<file path="src/rtl/eaglesong_circulant_sequencer.sv">
// Eaglesong circulant-multiplication sequencer: walks the 48-entry coefficient
// table one entry per cycle and folds three rotates into each of the 16 state words.
module eaglesong_circulant_sequencer #(
    parameter int unsigned NUM_WORDS       = 16,
    parameter int unsigned WORD_W          = 32,
    parameter int unsigned COEFFS_PER_WORD = 3
) (
    input  logic                          clk,
    input  logic                          rst_n,
    input  logic                          start,
    input  logic                          abort,
    input  logic [NUM_WORDS*WORD_W-1:0]   state_in,
    output logic                          busy,
    output logic                          done,
    output logic [NUM_WORDS*WORD_W-1:0]   state_out,
    output logic [6:0]                    coeff_index,
    input  logic [4:0]                    coeff_value
);

    localparam int unsigned STATE_W    = NUM_WORDS * WORD_W;
    localparam int unsigned WORD_CNT_W = $clog2(NUM_WORDS);
    localparam int unsigned TERM_CNT_W = $clog2(COEFFS_PER_WORD);
    localparam int unsigned IDX_W      = 7;
    localparam int unsigned ROT_W      = 5;
    localparam int unsigned BASE_W     = $clog2(STATE_W);

    typedef enum logic [0:0] {
        ST_IDLE = 1'b0,
        ST_RUN  = 1'b1
    } state_e;

    state_e                  state_q, state_d;
    logic [STATE_W-1:0]      work_q, work_d;
    logic [WORD_W-1:0]       acc_q, acc_d;
    logic [WORD_CNT_W-1:0]   word_cnt_q, word_cnt_d;
    logic [TERM_CNT_W-1:0]   term_cnt_q, term_cnt_d;
    logic [IDX_W-1:0]        coeff_index_q, coeff_index_d;
    logic                    busy_q, busy_d;
    logic                    done_q, done_d;
    logic [STATE_W-1:0]      state_out_q, state_out_d;

    // Rotate left; a zero amount leaves the word untouched.
    function automatic logic [WORD_W-1:0] rotl(input logic [WORD_W-1:0] x,
                                               input logic [ROT_W-1:0]  amt);
        return (x << amt) | (x >> (WORD_W - 32'(amt)));
    endfunction

    logic [BASE_W-1:0]  word_base_c;
    logic [WORD_W-1:0]  cur_word_c;
    logic [WORD_W-1:0]  term_val_c;
    logic               last_term_c;
    logic               last_word_c;

    // Datapath view of the word currently being processed.
    always_comb begin
        word_base_c = BASE_W'(word_cnt_q) * BASE_W'(WORD_W);
        cur_word_c  = work_q[word_base_c +: WORD_W];
        term_val_c  = ((term_cnt_q == '0) ? cur_word_c : acc_q) ^ rotl(cur_word_c, coeff_value);
        last_term_c = (term_cnt_q == TERM_CNT_W'(COEFFS_PER_WORD - 1));
        last_word_c = (word_cnt_q == WORD_CNT_W'(NUM_WORDS - 1));
    end

    // Next-state and register update logic.
    always_comb begin
        state_d       = state_q;
        work_d        = work_q;
        acc_d         = acc_q;
        word_cnt_d    = word_cnt_q;
        term_cnt_d    = term_cnt_q;
        coeff_index_d = coeff_index_q;
        busy_d        = busy_q;
        done_d        = 1'b0;
        state_out_d   = state_out_q;

        case (state_q)
            ST_IDLE: begin
                busy_d        = 1'b0;
                coeff_index_d = '0;
                // abort alongside start blocks the request
                if (start && !abort) begin
                    state_d       = ST_RUN;
                    work_d        = state_in;
                    acc_d         = '0;
                    word_cnt_d    = '0;
                    term_cnt_d    = '0;
                    coeff_index_d = '0;
                    busy_d        = 1'b1;
                end
            end
            ST_RUN: begin
                if (abort) begin
                    state_d       = ST_IDLE;
                    busy_d        = 1'b0;
                    word_cnt_d    = '0;
                    term_cnt_d    = '0;
                    coeff_index_d = '0;
                end else if (last_term_c) begin
                    work_d[word_base_c +: WORD_W] = term_val_c;
                    term_cnt_d = '0;
                    if (last_word_c) begin
                        state_d       = ST_IDLE;
                        state_out_d   = work_d;
                        done_d        = 1'b1;
                        busy_d        = 1'b0;
                        word_cnt_d    = '0;
                        coeff_index_d = '0;
                    end else begin
                        word_cnt_d    = word_cnt_q + WORD_CNT_W'(1);
                        coeff_index_d = coeff_index_q + IDX_W'(1);
                    end
                end else begin
                    acc_d         = term_val_c;
                    term_cnt_d    = term_cnt_q + TERM_CNT_W'(1);
                    coeff_index_d = coeff_index_q + IDX_W'(1);
                end
            end
            default: begin
                state_d       = ST_IDLE;
                busy_d        = 1'b0;
                coeff_index_d = '0;
            end
        endcase
    end

    // State and datapath registers.
    always_ff @(posedge clk or negedge rst_n) begin
        if (!rst_n) begin
            state_q       <= ST_IDLE;
            work_q        <= '0;
            acc_q         <= '0;
            word_cnt_q    <= '0;
            term_cnt_q    <= '0;
            coeff_index_q <= '0;
            busy_q        <= 1'b0;
            done_q        <= 1'b0;
            state_out_q   <= '0;
        end else begin
            state_q       <= state_d;
            work_q        <= work_d;
            acc_q         <= acc_d;
            word_cnt_q    <= word_cnt_d;
            term_cnt_q    <= term_cnt_d;
            coeff_index_q <= coeff_index_d;
            busy_q        <= busy_d;
            done_q        <= done_d;
            state_out_q   <= state_out_d;
        end
    end

    assign busy        = busy_q;
    assign done        = done_q;
    assign state_out   = state_out_q;
    assign coeff_index = coeff_index_q;

endmodule

</file>
<file path="config.mk">
export PLATFORM = sky130hd
export DESIGN_NAME = eaglesong_circulant_sequencer
export DESIGN_NICKNAME = d
export VERILOG_FILES = /design/src/rtl/eaglesong_circulant_sequencer.sv
export SDC_FILE = /design/constraint.sdc
export NUM_CORES = 2
export LEC_CHECK = 0
export CAP_MARGIN = 20
export CORE_AREA = 10 10 400 402
export DETAILED_ROUTE_END_ITERATION = 10
export DIE_AREA = 0 0 410 412
export SYNTH_ARGS = -nofsm -noshare
export SYNTH_HDL_FRONTEND = slang
export SYNTH_SLANG_ARGS = --single-unit
</file>
<file path="constraint.sdc">
create_clock -name clk -period 3.7 [get_ports clk]
set_input_delay 0.74 -clock clk [delete_from_list [all_inputs] [get_ports clk]]
set_output_delay 0.74 -clock clk [all_outputs]
set_load 0.02 [all_outputs]
</file>
==> summary.md <==
| Metric | Value |
|---|---|
| Initial DRT Pass Iterations | 7 |
| Critical path's slowest cell | mux4_2 |
| Drc violations | 0 |
| Worst Path Buf+Inv | 6 |
| Worst-path cell chain | buf_8, clkbuf_16, buf_6, mux4_2, a22o_4, a21oi_4, buf_4, mux2i_2, mux2_2, mux4_2, a222oi_1, xnor2_2, buf_12, clkbuf_16, o21ai_1 |
| Syn Inst Count | approximately 5600 |
| Clk root buf | clkbuf_16 |
| Final Hold Viols | 0 |
| Crit path DAT | ~5.1 ns |
| Initial antenna violation count | slightly below 70 |
| Crit path max fanout | 8 |
| Post-synthesis cell type count | 90 |
| IO Port Bufs | 1041 |
| Synth warnings | 0 |
| Synth Area in Simple Gates | 0.129 |
| Critical path type | register to register |
| Iter 0 DRT Violations | slightly above 8000 |
| Setup ws final | -0.725 ns |
| F_max | 0.226 GHz |
| Slowest stage delay, CP | 0.59 ns |
| TritonCTS clock tree | yes |
| Largest net degree at the start of global routing | roughly 150 |
| CP Data Required Time | 4.33 ns |
| Commonest non-fill, non-tap cell in the layout | nand2_1 |
| Area grow syn2layout | 57.5% |
| Final period util | 1.20 |
| Total Routed Length | around 360000 um |
| Post-route minimum period | ~4.4 ns |
| Post-synth ARST share | 1.00 |
| Maximum VDD drop | approximately 700 uV |
| Ports | ~1000 |
| Most frequent cells in the layout | nand2_1 (1121), dfrtp_1 (1068), clkdlybuf4s50_1 (1039) |
| Worst rel slew slack | 0.189 |
| Row Count | between 100 and 150 |
| Seq/Total Area, Yosys | 0.500 |
| Filler cells | between 10000 and 15000 |
| Drt wl/cell | around 37 um |
| Reg-to-reg critical path endpoint | acc_q[18] |
| HP Class | input pin to asynchronous set/reset pin |
| Startpoint types | register |
| Post-synth EDFFs | 0 |
| Post-synthesis compound-gate area fraction | 0.232 |
| DP HPWL | approximately 270000 um |
| Remaining Overflow, GRT | 0 |
| Clk_lat worst skew | 0.80 ns |
| Synth Area in Adders | 0.000933 |
| Ys flop type | dfrtp_1 |
| Initial Utilization | 0.354 |
| Failing checks | setup timing |
| Total Power | roughly 0.086 W |
| Worst r2r path cells | 15 |
| FF-to-FF Start | word_cnt_q[0] |
| Max-Cap Viols | 0 |
| Routed vias | approximately 60000 |
| Net count after synthesis | slightly above 6000 |
| Die Y | ~400 um |
| P per Cell Area | 1020 mW/mm2 |
| Family with the most delay on the worst path | multiplexers |
| Clk sink count | 1072 |
| Largest family of logic cells by synthesized area | compound AO/OA/AOI/OAI gates |
| Final setup viols | 768 |
| H-Tree Level Count | 3 |
| Mux share of post-synthesis cell area | 0.0917 |
| Critical path capture point type | register |
| Worst Tran Pin Value | 1.21 ns |
| R2r setup slk | -0.73 ns |
| GP Congestion | around 1.0 |
| Clk slew on worst S/H paths | approximately 0.06 ns |
| Placeable core area | ~0.15 mm2 |
| Placement Setup Slack | -1.14 ns |
| Synthesized area | 0.0536 mm2 |
| CTS Buf Count | 118 |
| Status | finished, violations left |
| Share of cells above drive strength 1 | 0.277 |
| # nets final | between 8000 and 9000 |
| Flops & latches, synth | roughly 1100 |
| Bufs on Longest Clock Path | 3 |
| Xor and xnor area share after synthesis | 0.00716 |
| Fin Clk Skew | around 0.068 ns |
| First-pass GRT wire length | 470000 um |
| Vias/cell | ~6 |
| Overall die width | 410 um |
| Die ar. | between 0.15 and 0.2 mm2 |
| Vias in the first global route | between 50000 and 60000 |
| P_leak | around 39 nW |
| Unrepaired setup endpoints after global routing | yes |
| Syn Area/Cell | 9.58 um2 |
| Antenna-violating nets left | 0 |
| Tot GR Track Use | 0.392 |
| Pins Over Slew Limit | 0 |
==> cell usage after synthesis (all sizes together) (40+ instances only) <==
cell type,number,area [um2]
a21o,77,578
a21oi,201,1010
a22oi,603,4530
and3,40,250
buf,66,403
clkbuf,428,1610
dfrtp,1072,26800
mux2,49,552
mux2i,179,1800
mux4,113,2560
nand2,1140,4280
nand3,85,425
nor2,272,1020
o21ai,718,3640
o22ai,57,357
==> power breakdown <==
group | leakage [nW] | switching (W) | internal (W)
logic | 22.6 | 0.0318 | 0.0239
clock network | 1.99 | 0.00532 | 0.00715
registers | 13.9 | 0.00301 | 0.0148
==> what timing repair did <==
item / CTS / global route
setup buffers: 6 / 79
hold buffers: 1 / 0
endpoints found under the setup margin: 768 / 768
hold endpoints to repair: 30 / 0
gates resized for setup: 144 / 564
cloned: 0 / 27
pin swaps: 20 / 158
==> how the worst max path moves through the flow <==
stage	startpoint	endpoint	depth (start not counted)	slack (ns)
6_report	word_cnt_q[0]	acc_q[18]	15	-0.73
5_1_grt	word_cnt_q[0]	acc_q[18]	15	-0.78
4_1_cts	word_cnt_q[0]	state_out[306]	14	-0.65
3_5_place_dp	coeff_value[1]	work_q[186]	17	-1.14
3_3_place_gp	coeff_value[1]	work_q[26]	17	-1.18
2_1_floorplan	coeff_value[0]	state_out[402]	15	-0.24
==> area by class of cell <==
type,instances,area [um2],area share
diodes,63,158,0.00187
clock buffers,184,3630,0.0430
clock inverters,31,435,0.00515
inverters,25,123,0.00145
multi-input cells,4007,27700,0.328
flip-flops and latches,1072,26800,0.318
well taps,2030,2540,0.0301
repair buffers,2343,23000,0.273
==> cell families after synthesis <==
logic type | Yosys count
fa+ha+maj | 4
compound gates | 1930
flops | 1072
xor+xnor | 43
simple gates | 1689
buf+inv | 519
mux | 341
==> registers in the layout (all words and copies together) (netlist names) <==
| signal | cells |
|---|---|
| term_cnt_q | 2 |
| done | 1 |
| word_cnt_q | 4 |
| state_out | 512 |
| work_q | 512 |
| busy | 1 |
| acc_q | 32 |
| coeff_index | 7 |
| state_q | 1 |
==> routing by layer <==
| layer | vias to the layer above | GRT usage | part of all wire |
|---|---|---|---|
| met5 | - | 0 | 0.00049 |
| li1 | 24400 | - | - |
| met1 | 30500 | 0.490 | 0.37 |
| met2 | 4345 | 0.605 | 0.44 |
| met4 | 20 | 0.234 | 0.075 |
| met3 | 900 | 0.108 | 0.12 |
==> metrics by stage <==
stage	std cells	util	hold slack, ns	instance area (um2)	TNS (ns)
after floorplan	5598	-	0.444	54100	-15.23
after global placement	9370	0.503	0.449	76200	-591.40
after detailed placement	9371	0.503	0.455	76200	-600.01
after CTS	9593	0.535	0.441	81000	-367.95
after global routing	9736	0.557	0.487	84400	-441.49
final	9755	0.558	0.457	84500	-402.59
No activity file was read; power rests on OpenSTA's default activity.
